### config.mk
export PLATFORM = sky130hd
export DESIGN_NAME = core_sequencer
export DESIGN_NICKNAME = d
export VERILOG_FILES = /design/src/rtl/core_pkg.sv /design/src/rtl/core_sequencer.sv
export SDC_FILE = /design/constraint.sdc
export NUM_CORES = 1
export LEC_CHECK = 0
export ABC_AREA = 1
export BUFFER_PORTS_ARGS = -buffer_cell sky130_fd_sc_hd__buf_2
export CELL_PAD_IN_SITES_DETAIL_PLACEMENT = 1
export CELL_PAD_IN_SITES_GLOBAL_PLACEMENT = 2
export CORE_AREA = 3 3 116 173
export DETAILED_ROUTE_END_ITERATION = 8
export DIE_AREA = 0 0 119 176
export GPL_ROUTABILITY_DRIVEN = 0
export PLACE_DENSITY = 0.85
export SYNTH_ARGS = -nofsm -noshare
export SYNTH_HDL_FRONTEND = slang
export SYNTH_SLANG_ARGS = --single-unit
### constraint.sdc
create_clock -name clk -period 2.8 [get_ports clk]
set_clock_uncertainty 0.1 [all_clocks]
set_input_delay 0.28 -clock clk [delete_from_list [all_inputs] [get_ports clk]]
set_output_delay 0.28 -clock clk [all_outputs]
set_load 0.02 [all_outputs]
### src/rtl/core_pkg.sv
// Shared definitions for the core instruction word: field positions, the
// idle word, sequencer state encoding and dataflow mode encodings.
package core_pkg;

  // Instruction word width and the address width its fields are laid out for.
  localparam int INST_W = 47;
  localparam int ADDR_W = 11;

  // Single-bit control fields.
  localparam int LOAD_BIT     = 0;
  localparam int EXEC_BIT     = 1;
  localparam int L0_WR_BIT    = 2;
  localparam int L0_RD_BIT    = 3;
  localparam int IFIFO_WR_BIT = 4;
  localparam int IFIFO_RD_BIT = 5;
  localparam int OFIFO_RD_BIT = 6;

  // Activation/weight SRAM (xmem) fields; enables are active-low.
  localparam int XMEM_ADDR_LSB = 7;
  localparam int WEN_XMEM_BIT  = 18;
  localparam int CEN_XMEM_BIT  = 19;

  // Partial-sum SRAM (pmem) fields; enables are active-low.
  localparam int PMEM_RD_ADDR_LSB = 20;
  localparam int PMEM_WR_ADDR_LSB = 31;
  localparam int WEN_PMEM_BIT     = 42;
  localparam int REN_PMEM_BIT     = 43;
  localparam int CEN_PMEM_BIT     = 44;

  localparam int ACC_BIT  = 45;
  localparam int MODE_BIT = 46;

  // Dataflow mode carried in the MODE bit.
  localparam logic MODE_WS = 1'b0;  // weight stationary
  localparam logic MODE_OS = 1'b1;  // output stationary

  // Idle word: every active-low enable deasserted, every other bit clear.
  localparam logic [INST_W-1:0] IDLE_WORD =
      (INST_W'(1) << CEN_XMEM_BIT) |
      (INST_W'(1) << WEN_XMEM_BIT) |
      (INST_W'(1) << CEN_PMEM_BIT) |
      (INST_W'(1) << REN_PMEM_BIT) |
      (INST_W'(1) << WEN_PMEM_BIT);

  // Tile sequencer states, in the order a tile walks through them.
  typedef enum logic [3:0] {
    ST_IDLE,
    ST_W_RD,
    ST_W_LD,
    ST_W_GAP,
    ST_A_RD,
    ST_EXEC,
    ST_WAIT,
    ST_WB,
    ST_DONE
  } state_t;

endpackage

### src/rtl/core_sequencer.sv
// Tile instruction sequencer for core: loads weights into the PE array via
// L0, streams activations through execute, then drains the OFIFO into pmem.
// Every output is a flop; the instruction word lags the FSM state by one cycle.
module core_sequencer
  import core_pkg::*;
#(
  parameter int row     = 8,   // weight words per tile
  parameter int col     = 8,   // weight load / settle cycles
  parameter int addr_bw = 11   // SRAM address width; the inst field map assumes 11
) (
  input  logic               clk,
  input  logic               reset,
  input  logic               start,
  input  logic [addr_bw-1:0] w_base,
  input  logic [addr_bw-1:0] a_base,
  input  logic [addr_bw-1:0] p_base,
  input  logic [addr_bw-1:0] num_act,
  input  logic               acc_en,
  input  logic               ofifo_valid,
  output logic [INST_W-1:0]  inst,
  output logic               busy,
  output logic               done
);

  localparam logic [addr_bw-1:0] ROW_LAST = addr_bw'(row - 1);
  localparam logic [addr_bw-1:0] COL_LAST = addr_bw'(col - 1);
  localparam logic [addr_bw-1:0] CNT_ONE  = addr_bw'(1);

  state_t             state;
  logic [addr_bw-1:0] cnt;         // shared phase offset; write index during WB
  logic [addr_bw-1:0] w_base_q;
  logic [addr_bw-1:0] a_base_q;
  logic [addr_bw-1:0] p_base_q;
  logic [addr_bw-1:0] num_act_q;
  logic               acc_q;
  logic               wr_pend;     // an ofifo_rd went out last cycle; write it now

  logic [addr_bw:0]   issued;
  logic               rd_fire;
  logic               wr_fire;
  logic               last_wr;
  logic               xmem_rd_prev;

  // WB bookkeeping and the read-valid source for l0_wr.
  // NOTE: every signal gets a value on every path through this block, so no
  // latch can be inferred; keep it that way when adding terms.
  always_comb begin
    // Reads already handed to the write pipeline: completed writes plus the
    // one in flight.
    issued       = {1'b0, cnt} + {{addr_bw{1'b0}}, wr_pend};
    rd_fire      = (state == ST_WB) && ofifo_valid && (issued < {1'b0, num_act_q});
    wr_fire      = (state == ST_WB) && wr_pend;
    last_wr      = wr_fire && (cnt == num_act_q - CNT_ONE);
    // The word currently on inst is an xmem read; its data lands in L0 next cycle.
    xmem_rd_prev = ~inst[CEN_XMEM_BIT] & inst[WEN_XMEM_BIT];
  end

  // Tile FSM with registered instruction word, busy and done.
  // NOTE: sequential state uses non-blocking assignments only, so every flop
  // samples the pre-edge values; later assignments to an inst bit in the same
  // edge simply override the idle default set at the top.
  always_ff @(posedge clk or negedge reset) begin
    if (!reset) begin
      state     <= ST_IDLE;
      cnt       <= '0;
      w_base_q  <= '0;
      a_base_q  <= '0;
      p_base_q  <= '0;
      num_act_q <= '0;
      acc_q     <= 1'b0;
      wr_pend   <= 1'b0;
      inst      <= IDLE_WORD;
      busy      <= 1'b0;
      done      <= 1'b0;
    end else begin
      busy    <= (state != ST_IDLE);
      done    <= (state == ST_DONE);
      wr_pend <= rd_fire;

      inst              <= IDLE_WORD;
      inst[MODE_BIT]    <= MODE_WS;
      inst[L0_WR_BIT]   <= xmem_rd_prev;

      case (state)
        ST_IDLE: begin
          if (start) begin
            w_base_q  <= w_base;
            a_base_q  <= a_base;
            p_base_q  <= p_base;
            num_act_q <= num_act;
            acc_q     <= acc_en;
            cnt       <= '0;
            state     <= ST_W_RD;
          end
        end

        ST_W_RD: begin
          inst[CEN_XMEM_BIT]                   <= 1'b0;
          inst[XMEM_ADDR_LSB +: addr_bw]       <= w_base_q + cnt;
          if (cnt == ROW_LAST) begin
            cnt   <= '0;
            state <= ST_W_LD;
          end else begin
            cnt <= cnt + CNT_ONE;
          end
        end

        ST_W_LD: begin
          inst[LOAD_BIT]  <= 1'b1;
          inst[L0_RD_BIT] <= 1'b1;
          if (cnt == COL_LAST) begin
            cnt   <= '0;
            state <= ST_W_GAP;
          end else begin
            cnt <= cnt + CNT_ONE;
          end
        end

        ST_W_GAP: begin
          // Idle word while loaded weights settle; an empty tile ends here.
          if (cnt == COL_LAST) begin
            cnt   <= '0;
            state <= (num_act_q == '0) ? ST_DONE : ST_A_RD;
          end else begin
            cnt <= cnt + CNT_ONE;
          end
        end

        ST_A_RD: begin
          inst[CEN_XMEM_BIT]             <= 1'b0;
          inst[XMEM_ADDR_LSB +: addr_bw] <= a_base_q + cnt;
          if (cnt == num_act_q - CNT_ONE) begin
            cnt   <= '0;
            state <= ST_EXEC;
          end else begin
            cnt <= cnt + CNT_ONE;
          end
        end

        ST_EXEC: begin
          inst[EXEC_BIT]  <= 1'b1;
          inst[L0_RD_BIT] <= 1'b1;
          if (cnt == num_act_q - CNT_ONE) begin
            cnt   <= '0;
            state <= ST_WAIT;
          end else begin
            cnt <= cnt + CNT_ONE;
          end
        end

        ST_WAIT: begin
          if (ofifo_valid) state <= ST_WB;
        end

        ST_WB: begin
          if (rd_fire) inst[OFIFO_RD_BIT] <= 1'b1;
          if (wr_fire) begin
            inst[CEN_PMEM_BIT]                <= 1'b0;
            inst[WEN_PMEM_BIT]                <= 1'b0;
            inst[PMEM_WR_ADDR_LSB +: addr_bw] <= p_base_q + cnt;
            inst[PMEM_RD_ADDR_LSB +: addr_bw] <= p_base_q + cnt;
            inst[ACC_BIT]                     <= acc_q;
            if (last_wr) begin
              cnt   <= '0;
              state <= ST_DONE;
            end else begin
              cnt <= cnt + CNT_ONE;
            end
          end
        end

        ST_DONE: begin
          state <= ST_IDLE;
        end

        default: begin
          state <= ST_IDLE;
        end
      endcase
    end
  end

endmodule

# ---- After elaboration in Yosys (flattened, before gate mapping)
# Cells that the tools add are included.
dict set report word_totals {
  regBits 105
  latch_bits 0
  ram_bits 0
  romBits 0
  input_bits 49
  out_inout_bits 49
  word_cells 81
  memories 0
}
dict set report op_classes {
  add_sub_neg 6
  n_mul 0
  n_div 0
  magnitude_cmp 1
  n_eq_ne 19
  shifts 0
  muxes 28
  bitwise 1
  n_reduce_logical 15
}
# cell n
set op_table {}
lappend op_table {{2-to-1 mux 11 bit} 5}
lappend op_table {{2-to-1 mux 23 bit} 2}
lappend op_table {{one-hot mux 11 bit (4 select lines)} 1}
lappend op_table {{2-to-1 mux 4 bit} 10}
lappend op_table {{adder 11 bit} 3}
lappend op_table {{one-hot mux 4 bit (8 select lines)} 1}
lappend op_table {{one-hot mux 11 bit (2 select lines)} 1}
lappend op_table {{inequality test 2 bit, second input constant} 9}
lappend op_table {{== test 4 x 3 -> 1 bit, second input constant} 4}
lappend op_table {{adder 11 x 1 -> 12 bit} 1}
lappend op_table {{< comparator 12 x 11 -> 1 bit} 1}
lappend op_table {{adder 11 x 1 -> 11 bit, second input constant} 1}
lappend op_table {{== test 11 bit} 1}
lappend op_table {{== test 11 x 3 -> 1 bit, second input constant} 1}
lappend op_table {{zero test 11 bit} 1}
lappend op_table {{subtractor 11 x 1 -> 11 bit, second input constant} 1}
lappend op_table {{AND reduction 9 bit} 1}
lappend op_table {{== test 4 x 2 -> 1 bit, second input constant} 2}
lappend op_table {{nonzero test 4 bit} 2}
lappend op_table {{2-to-1 mux 1 bit} 6}
lappend op_table {{OR reduction 2 bit} 3}
lappend op_table {{== test 4 x 1 -> 1 bit, second input constant} 1}
lappend op_table {{== test 4 bit, second input constant} 1}
lappend op_table {{logical AND 1 bit} 4}
lappend op_table {{6 further kinds} 7}

# ---- Depth between registers and ports, before layout
# Gate-level depths: netlist of run 1.
dict set report logic_depth {
  ltp_word 6
  depth_mapped 16
  mapped_depth_nobuf 15
}

# ---- Least setup slack after synthesis of run 1
# No wires, ideal clock.
dict set report synth_timing {
  kind {reg2reg}
  from {reg state[2]}
  to {reg inst[11]}
  setup_time_ns 0.119
  t_arrival_ns 2.349
  required_time_ns 2.581
  setup_slack_ns 0.232
  path_stages_with_launch 15
  synth_period_minus_slack_ns 2.568
  cell_sequence {dfrtp_1 > inv_1 > nor2_1 > inv_1 > nor2_1 > inv_1 > clkbuf_1 > nand2_1 > nand2_1 > ha_1 > inv_1 > fa_1 > o31ai_1 > a21oi_1 > o21a_1}
}
dict set report synth_via {
  elab_chain_len 2
  word_cells_on_any_way 3
  classes_between {eq/ne (2); mux (1)}
}
# item line
set synth_lines {}
lappend synth_lines {{start, declared} core_sequencer.sv:29} ;# state_t state;
lappend synth_lines {{start signal, assigned} core_sequencer.sv:123} ;# state <= (num_act_q == '0) ? ST_DONE : ST_A_RD;
lappend synth_lines {{== test 4 x 3 -> 1 bit / == test 4 x 1 -> 1 bit (equally long branches)} core_sequencer.sv:84} ;# case (state)
lappend synth_lines {{one-hot mux 11 bit (2 select lines) (*)} core_sequencer.sv:84}
lappend synth_lines {{end signal, assigned by index} core_sequencer.sv:82} ;# inst[L0_WR_BIT] <= xmem_rd_prev;
lappend synth_lines {{end signal, assigned by index} core_sequencer.sv:99} ;# inst[XMEM_ADDR_LSB +: addr_bw] <= w_base_q + cnt;
lappend synth_lines {{end signal, assigned by index} core_sequencer.sv:131} ;# inst[XMEM_ADDR_LSB +: addr_bw] <= a_base_q + cnt;
lappend synth_lines {{end, declared} core_sequencer.sv:20} ;# output logic [INST_W-1:0] inst,
# Every way passes the cells marked *; elsewhere a longest branch is shown, timed or not.
# A chain may end at the register's enable or synchronous reset.

# ---- Worst setup path after layout of run 1
dict set report layout_timing {
  from {reg state[1]}
  to {reg inst[17]}
}
# The elaborated chain is that of the path after synthesis.

==> reports/metrics.sh, run 1 <==
RUN_STATUS='completed'
FINALCRITPERIODSHARE_PCT=92.26
RSZ_0062_RAISED_AFTER_GLOBAL_ROUTING='false'
START_UTIL_PCT=29.78
WORST_CASE_VDD_IR_DROP_uV=334.3
INITIALDRTVIOLATIONCOUNT=143
MAXCLOCKFREQUENCY_GHz=0.3871
TIMING.CRITICAL_PATH.REQUIRED_NS=2.95
SYNTH-EDFF-COUNT=0
COMBPWRFRAC_PCT=46.2
SETUP_SLACK_AFTER_PLACEMENT_NS=0.1004
CELL_WITH_THE_MOST_INSTANCES_AFTER_SYNTHESIS='sky130_fd_sc_hd__nand2_1'
CLOCK_TREE_ROOT_DRIVER_CELL='sky130_fd_sc_hd__clkbuf_16'
DIEHEIGHT_UM=176
HORIZONTAL_DIE_DIMENSION_UM=119
WORST_MARGIN_PIN_SLEW_NS=0.5853
SWITCHING_SHARE_PCT=42.28
TOTAL_SWITCHING_POWER_uW=2668
WORST_SETUP_HOLD_PATH_CLK_SLEW_NS=0.07
POWER.SEQUENTIAL.FRACTION_PCT=33.7
DETAIL_ROUTE.VIAS_PER_CELL=4.648
CLOCK_SINK_COUNT=93
SETUP_VIOLATIONS=0
GRT_MAX_DEGREE=43
PLACE.PORT_BUFFERS=92
ROUTED_WIRE_LENGTH_PER_INSTANCE_UM=15.42
PNR_WORST_SETUP_SLACK_NS=0.2168
CTS_TREE='done'
DETAILROUTE.WIRELENGTH.MET2_UM=8509
ROUTE.FINAL.WIRE_LENGTH_UM=15660
REMAINING_DRC_ERRORS=0
SYNTHTOPCELLSBYAREA='sky130_fd_sc_hd__dfrtp_1, sky130_fd_sc_hd__nand2_1, sky130_fd_sc_hd__ha_1'
YS_ASYNC_SR_FRACTION_PCT=100.0
WORST_HOLD_PATH_TYPE='in -> reg'
CTS_MAX_PATH_BUFFERS=2
CELL_AREA_SYNTH_UM2=5569
MET3_WIRELENGTH_UM=439
FIRST_GLOBAL_VIAS=5187
CRIT_PATH_START_KIND='register'
DRTPASS1ITERATIONS=4
DRT-MET1-WL_UM=6201
POWER.DENSITY_CELL_AREA_nW_PER_UM2=942.1
LAYOUT-AREA-OVERHEAD-VS-SYNTH_PCT=20.29
COMMONEST_CELLS_IN_THE_NETLIST='sky130_fd_sc_hd__nand2_1, sky130_fd_sc_hd__dfrtp_1, sky130_fd_sc_hd__nor2_1'
ROUTE.VIAS.TOTAL=4722
SYNTH_LARGEST_TYPE_AREA_FRACTION_PCT=40.89
GRT_PASS1_WL_UM=25830
DIE_AREA_UM2=20940
CRITICAL_PATH_CLASS='reg -> reg'
COREAREA_UM2=18700
MAX_SLEW_MARGIN_PCT=60.84
GRT_OVERFLOW_TOTAL=0
FLOORPLAN.IO_PINS=98
ROUTE.ANTENNA.REMAINING_NETS=0
POST-PLACE-CELLS=996
CTS-BUFFERS-INSERTED=9
FINAL_UTIL_PCT=35.82
DRIVE_ABOVE_1_SHARE_PCT=25.79
SLEW_VIOL_FINAL=0
INSTANCES_NO_FILL=1016
POST-SYNTH-TOP-AREA-CELL='sky130_fd_sc_hd__dfrtp_1'
TIMING.CRITICAL_PATH.FANOUT_MAX=9
INT_POWER_uW=3642
HOLD_VIOL_FINAL=0
LAYOUT_MIN_CYCLE_TIME_NS=2.583
SYNTHCELLS=658
YOSYS_WARNINGS=0
UNIQUE_MASTERS_POST_SYNTH=42
AVGSYNTHCELLAREA_UM2=8.464
CTS_HTREE_LEVELS=3
POSTSYNTHREGISTERBITS=93
CAP_VIOLATIONS=0
ANTENNA_FOUND_INITIAL=0
YOSYSSEQAREASHARE_PCT=41.83
FINAL.SETUP.TNS_NS=0
YS.FLOP_TYPE='sky130_fd_sc_hd__dfrtp_1'
SETUP.WORST_PATH.END_CLASS='register'
PLACE.DETAILED.HPWL_UM=12430
TOTAL_LEAKAGE_POWER_uW=0.003379
INSERTION_DELAY_NS=0.35
GRT_USE_TOTAL_PCT=15.51
FP_ROWS=61
NUM_ANTENNA_CELLS=0
CRITICAL_PATH_ARRIVAL_NS=2.73
MAXUSEDROUTINGLAYER='met4'
CLK_PWR_SHARE_PCT=20.1
NETS=844
-- worst max-delay path, cell delays in order (launching register included) --
cell                        delay, ns
sky130_fd_sc_hd__dfrtp_1         0.37
sky130_fd_sc_hd__nor2_1          0.15
sky130_fd_sc_hd__inv_1           0.11
sky130_fd_sc_hd__nor2_2          0.16
sky130_fd_sc_hd__buf_4           0.18
sky130_fd_sc_hd__nand2_1         0.05
sky130_fd_sc_hd__nand2_1         0.07
sky130_fd_sc_hd__ha_1            0.18
sky130_fd_sc_hd__inv_1           0.07
sky130_fd_sc_hd__fa_1            0.43
sky130_fd_sc_hd__inv_1           0.15
sky130_fd_sc_hd__nand3_1         0.10
sky130_fd_sc_hd__o2111ai_1       0.13
sky130_fd_sc_hd__xnor2_1         0.16
sky130_fd_sc_hd__nor2_1          0.06
-- cell type report --
| class | count | area (um2) |
|---|---|---|
| Fill cell | 2247 | 12000 |
| Timing Repair Buffer | 117 | 665.6 |
| Inverter | 62 | 232.7 |
| Clock buffer | 10 | 229.0 |
| Multi-Input combinational cell | 476 | 2851 |
| Clock inverter | 6 | 73.82 |
| Tap cell | 252 | 315.3 |
| Sequential cell | 93 | 2331 |
-- cell usage in the layout (no fill, tap or decap), drive strengths merged, types with 5 or more instances in the layout --
| master | instances |
|---|---|
| mux2 | 32 |
| nor3 | 13 |
| xor2 | 23 |
| a21oi | 47 |
| nand4 | 6 |
| nor2 | 87 |
| o21a | 5 |
| conb | 5 |
| xnor2 | 6 |
| nand3 | 30 |
| ha | 34 |
| dfrtp | 91 |
| o21ai | 19 |
| inv | 63 |
| nand2 | 144 |
| clkbuf | 10 |
| buf | 116 |
-- repair_timing --
action	in CTS	in global routing
hold buffers	1	0
hold endpoints to repair	26	0
endpoints found under the setup margin	0	8
setup buffers	0	3
gates resized for setup	0	9
-- layer usage --
layer,track usage (%),vias to the layer above
li1,-,2342
met3,2.147,28
met1,16.47,2271
met5,0,-
met2,29.70,81
met4,7.443,0
-- cells by family (layout without fill, tap and decap cells) --
family          after synthesis  after routing  share of synthesized area [%]
buf+inv                      92            195                          7.706
compound gates               91             91                          9.504
mux                          33             33                          6.650
xor+xnor                     29             29                          4.561
other cells                   2              5                         0.1349
simple gates                282            282                          21.25
fa+ha+maj                    36             36                          8.358
flops                        93             93                          41.83
-- metrics by stage --
stage / area [um2] / total power, uW / hold WS [ns]
floorplan: 5580 / 4159 / -0.1156
global placement: 6337 / 4978 / 0.1334
detailed placement: 6337 / 5060 / 0.1452
CTS: 6650 / 6378 / 0.04076
global route: 6699 / 6857 / 0.05318
finish: 6699 / 6311 / 0.05064
-- sequential cells by signal, indices dropped and copies added, names as in the netlist --
| name | cells |
|---|---|
| p_base_q | 11 |
| a_base_q | 11 |
| cnt | 11 |
| w_base_q | 11 |
| inst | 30 |
| wr_pend | 1 |
| acc_q | 1 |
| num_act_q | 11 |
| state | 4 |
| done | 1 |
| busy | 1 |
-- power by group through the flow --
stage          combinational, uW  sequential (uW)  clock (uW)
2_1_floorplan               1970             2190           0
3_3_place_gp                2840             2140           0
3_5_place_dp                2900             2160           0
4_1_cts                     2930             2140        1310
5_1_grt                     3320             2190        1350
6_report                    2920             2130        1270
-- path summary, 6_finish.rpt --
check	startpoint	end	slack, ns	depth (start not counted)
worst min register to register	inst[19]	inst[2]	0.35	1
min in group asynchronous	reset	inst[38]	0.30	2
worst max register to register	state[1]	inst[17]	0.22	14
max in group asynchronous	reset	state[2]	1.56	3
worst min-delay path	w_base[5]	w_base_q[5]	0.05	2
worst max-delay path	state[1]	inst[17]	0.22	14
Power figures use the tool's default switching activity.
==> inputs of run 2 (changes only) <==
--- a/config.mk
+++ b/config.mk
@@ -9,9 +9,9 @@
 export BUFFER_PORTS_ARGS = -buffer_cell sky130_fd_sc_hd__buf_2
 export CELL_PAD_IN_SITES_DETAIL_PLACEMENT = 1
 export CELL_PAD_IN_SITES_GLOBAL_PLACEMENT = 2
-export CORE_AREA = 3 3 116 173
+export CORE_AREA = 3 3 167 120
 export DETAILED_ROUTE_END_ITERATION = 8
-export DIE_AREA = 0 0 119 176
+export DIE_AREA = 0 0 170 123
 export GPL_ROUTABILITY_DRIVEN = 0
 export PLACE_DENSITY = 0.85
 export SYNTH_ARGS = -nofsm -noshare
==> reports/metrics.sh, run 2 (synthesis results as in run 1) <==
SLEW_VIOL_FINAL=0  # unchanged
CAP_VIOLATIONS=0  # unchanged
SWITCHING_SHARE_PCT=42.09  # -0.19 points
REMAINING_DRC_ERRORS=0  # unchanged
PLACE.PORT_BUFFERS=92  # unchanged
LARGEST_REGISTER_FF_COUNT=30  # unchanged
DETAIL_ROUTE.VIAS_PER_CELL=4.659  # +0.24%
INSERTION_DELAY_NS=0.35  # about the same
RUN_STATUS='completed'
START_UTIL_PCT=29.77  # about the same
DRT-MET1-WL_UM=8363  # +35%
DRTPASS1ITERATIONS=4  # unchanged
SETUP.WORST_PATH.END_CLASS='register'
PLACE.DETAILED.HPWL_UM=12590  # +1.3%
CLOCK_TREE_ROOT_DRIVER_CELL='sky130_fd_sc_hd__clkbuf_16'
ANTENNA_FOUND_INITIAL=0  # unchanged
NUM_ANTENNA_CELLS=0  # unchanged
SLOWEST_STAGE='sky130_fd_sc_hd__dfrtp_1'
FINAL.SETUP.TNS_NS=0  # unchanged
CLK_PWR_SHARE_PCT=21.1  # +1.0 points
MAXUSEDROUTINGLAYER='met4'
TIMING.CRITICAL_PATH.REQUIRED_NS=2.94  # about the same
ROUTE.FINAL.WIRE_LENGTH_UM=15860  # +1.2%
FIRST_GLOBAL_VIAS=4786  # -7.7%
WORST_HOLD_PATH_TYPE='in -> reg'
COREAREA_UM2=18710  # about the same
SETUP_VIOLATIONS=0  # unchanged
TOTAL_LEAKAGE_POWER_uW=0.003366  # -0.37%
COMBPWRFRAC_PCT=45.7  # -0.5 points
PNR_WORST_SETUP_SLACK_NS=0.2401  # +0.02333 ns
WORST_SETUP_HOLD_PATH_CLK_SLEW_NS=0.07  # about the same
CP.BUFFERS_INVERTERS=3  # -1
SLOWEST_DELAY_NS=0.39  # -0.04 ns
CTS-BUFFERS-INSERTED=9  # unchanged
CTS_HTREE_LEVELS=3  # unchanged
CRITPATHTOPFAMILY='compound AO/OA/AOI/OAI gates'
CTS_MAX_PATH_BUFFERS=2  # unchanged
WORST_MARGIN_PIN_SLEW_NS=0.6811  # +0.09576 ns
FILLER_CELL_COUNT=2250  # +0.13%
MAX_FLOP_REGISTER='inst'
FINALCRITPERIODSHARE_PCT=91.43  # -0.83 points
CRIT_PATH_START_KIND='register'
ROUTED_WIRE_LENGTH_PER_INSTANCE_UM=15.83  # +2.7%
FINAL_UTIL_PCT=35.67  # -0.16 points
MAXCLOCKFREQUENCY_GHz=0.3906  # +0.91%
INT_POWER_uW=3716  # +2.0%
NETS=840  # -0.47%
FLOORPLAN.IO_PINS=98  # unchanged
DETAILROUTE.WIRELENGTH.MET2_UM=6486  # -24%
DIEHEIGHT_UM=123  # -30%
CTS_TREE='done'
MET3_WIRELENGTH_UM=947  # +120%
CLOCK_SINK_COUNT=93  # unchanged
WORST_CASE_VDD_IR_DROP_uV=334.5  # about the same
SETUP_SLACK_AFTER_PLACEMENT_NS=0.06348  # -0.03688 ns
GRT_USE_TOTAL_PCT=15.61  # +0.099 points
DRIVE_ABOVE_1_SHARE_PCT=25.26  # -0.52 points
TIMING.CRITICAL_PATH.FANOUT_MAX=11  # +2
DIE_AREA_UM2=20910  # -0.16%
ROUTE.ANTENNA.REMAINING_NETS=0  # unchanged
POWER.SEQUENTIAL.FRACTION_PCT=33.2  # -0.5 points
INITIALDRTVIOLATIONCOUNT=235  # +64%
GRT_OVERFLOW_TOTAL=0  # unchanged
HORIZONTAL_DIE_DIMENSION_UM=170  # +43%
CRITICAL_PATH_ARRIVAL_NS=2.70  # -0.03 ns
GRT_PASS1_WL_UM=25630  # -0.75%
HOLD_VIOL_FINAL=0  # unchanged
FP_ROWS=42  # -31%
LAYOUT.CELLS.MOST_COMMON='sky130_fd_sc_hd__nand2_1'
TIMING.CRITICAL_PATH.CELLS='nor2_1 > inv_1 > nor2_2 > buf_6 > nand2_1 > nand2_1 > ha_1 > inv_1 > fa_2 > o31ai_1 > a21oi_1 > o21a_1'
LAYOUT-AREA-OVERHEAD-VS-SYNTH_PCT=19.82
MAX_SLEW_MARGIN_PCT=54.02  # -6.8 points
CRITICAL_PATH_CLASS='reg -> reg'
RSZ_0062_RAISED_AFTER_GLOBAL_ROUTING='false'
LAYOUT_MIN_CYCLE_TIME_NS=2.560  # -0.02333 ns
ROUTE.VIAS.TOTAL=4668  # -1.1%
TOTAL_SWITCHING_POWER_uW=2701  # +1.2%
POST_CTS.REPAIR.SETUP_BUFFERS=0  # unchanged
MOST-COMMON-LAYOUT-CELLS='sky130_fd_sc_hd__nand2_1, sky130_fd_sc_hd__dfrtp_1, sky130_fd_sc_hd__buf_2'
POWER.DENSITY_CELL_AREA_nW_PER_UM2=961.6  # +2.1%
GRT_MAX_DEGREE=56  # +30%
-- run 2: changes by cell type in the layout (fill, tap and decap cells not counted), sizes merged --
cell | before | now
clkinv | 2 | 0
bufinv | 1 | 2
inv | 63 | 64
buf | 116 | 112
-- run 2: path summary, 6_finish.rpt --
kind,from,end,slack [ns],cells past startpoint
setup reg to reg,state[1],inst[11],0.24,12
max in group asynchronous,reset,inst[19],1.53,3
hold reg to reg,inst[19],inst[2],0.33,1
min in group asynchronous,reset,num_act_q[4],0.34,2
hold / removal,w_base[4],w_base_q[4],0.06,2
setup / recovery,state[1],inst[11],0.24,12
-- run 2: power by group through the flow --
stage | registers [uW] | clock network, uW | logic (uW)
2_1_floorplan | 2190 | 0 | 1970
3_3_place_gp | 2150 | 0 | 2870
3_5_place_dp | 2160 | 0 | 2920
4_1_cts | 2140 | 1390 | 2940
5_1_grt | 2200 | 1440 | 3320
6_report | 2130 | 1350 | 2930
-- run 2: metal layers --
| metal | vias to the layer above | global-route usage (%) |
|---|---|---|
| met5 | - | 0 |
| met4 | 0 | 2.584 |
| met3 | 5 | 3.484 |
| met2 | 109 | 22.35 |
| met1 | 2218 | 24.27 |
| li1 | 2336 | - |
-- run 2: what timing repair did --
action,in CTS,in global routing
gates resized for setup,0,9
endpoints found under the hold margin,38,0
hold buffers,1,0
endpoints found under the setup margin,0,7
-- run 2: per-stage QoR --
step | power [uW] | hold slack [ns] | cells | area [um2]
CTS | 6467 | 0.04248 | 1002 | 6649
global route | 6960 | 0.04927 | 1002 | 6673
detailed placement | 5077 | 0.1947 | 985 | 6317
global placement | 5020 | 0.1870 | 985 | 6317
floorplan | 4159 | -0.1156 | 661 | 5580
finish | 6416 | 0.05618 | 1002 | 6673
-- run 2: final cells by class --
type	instances	area, um2	share of cell area (%)
repair buffers	113	639.4	9.582
inverters	62	232.7	3.488
multi-input cells	476	2846	42.66
flip-flops and latches	93	2330	34.91
clock buffers	10	229.0	3.431
well taps	242	302.8	4.538
clock inverters	6	92.59	1.388
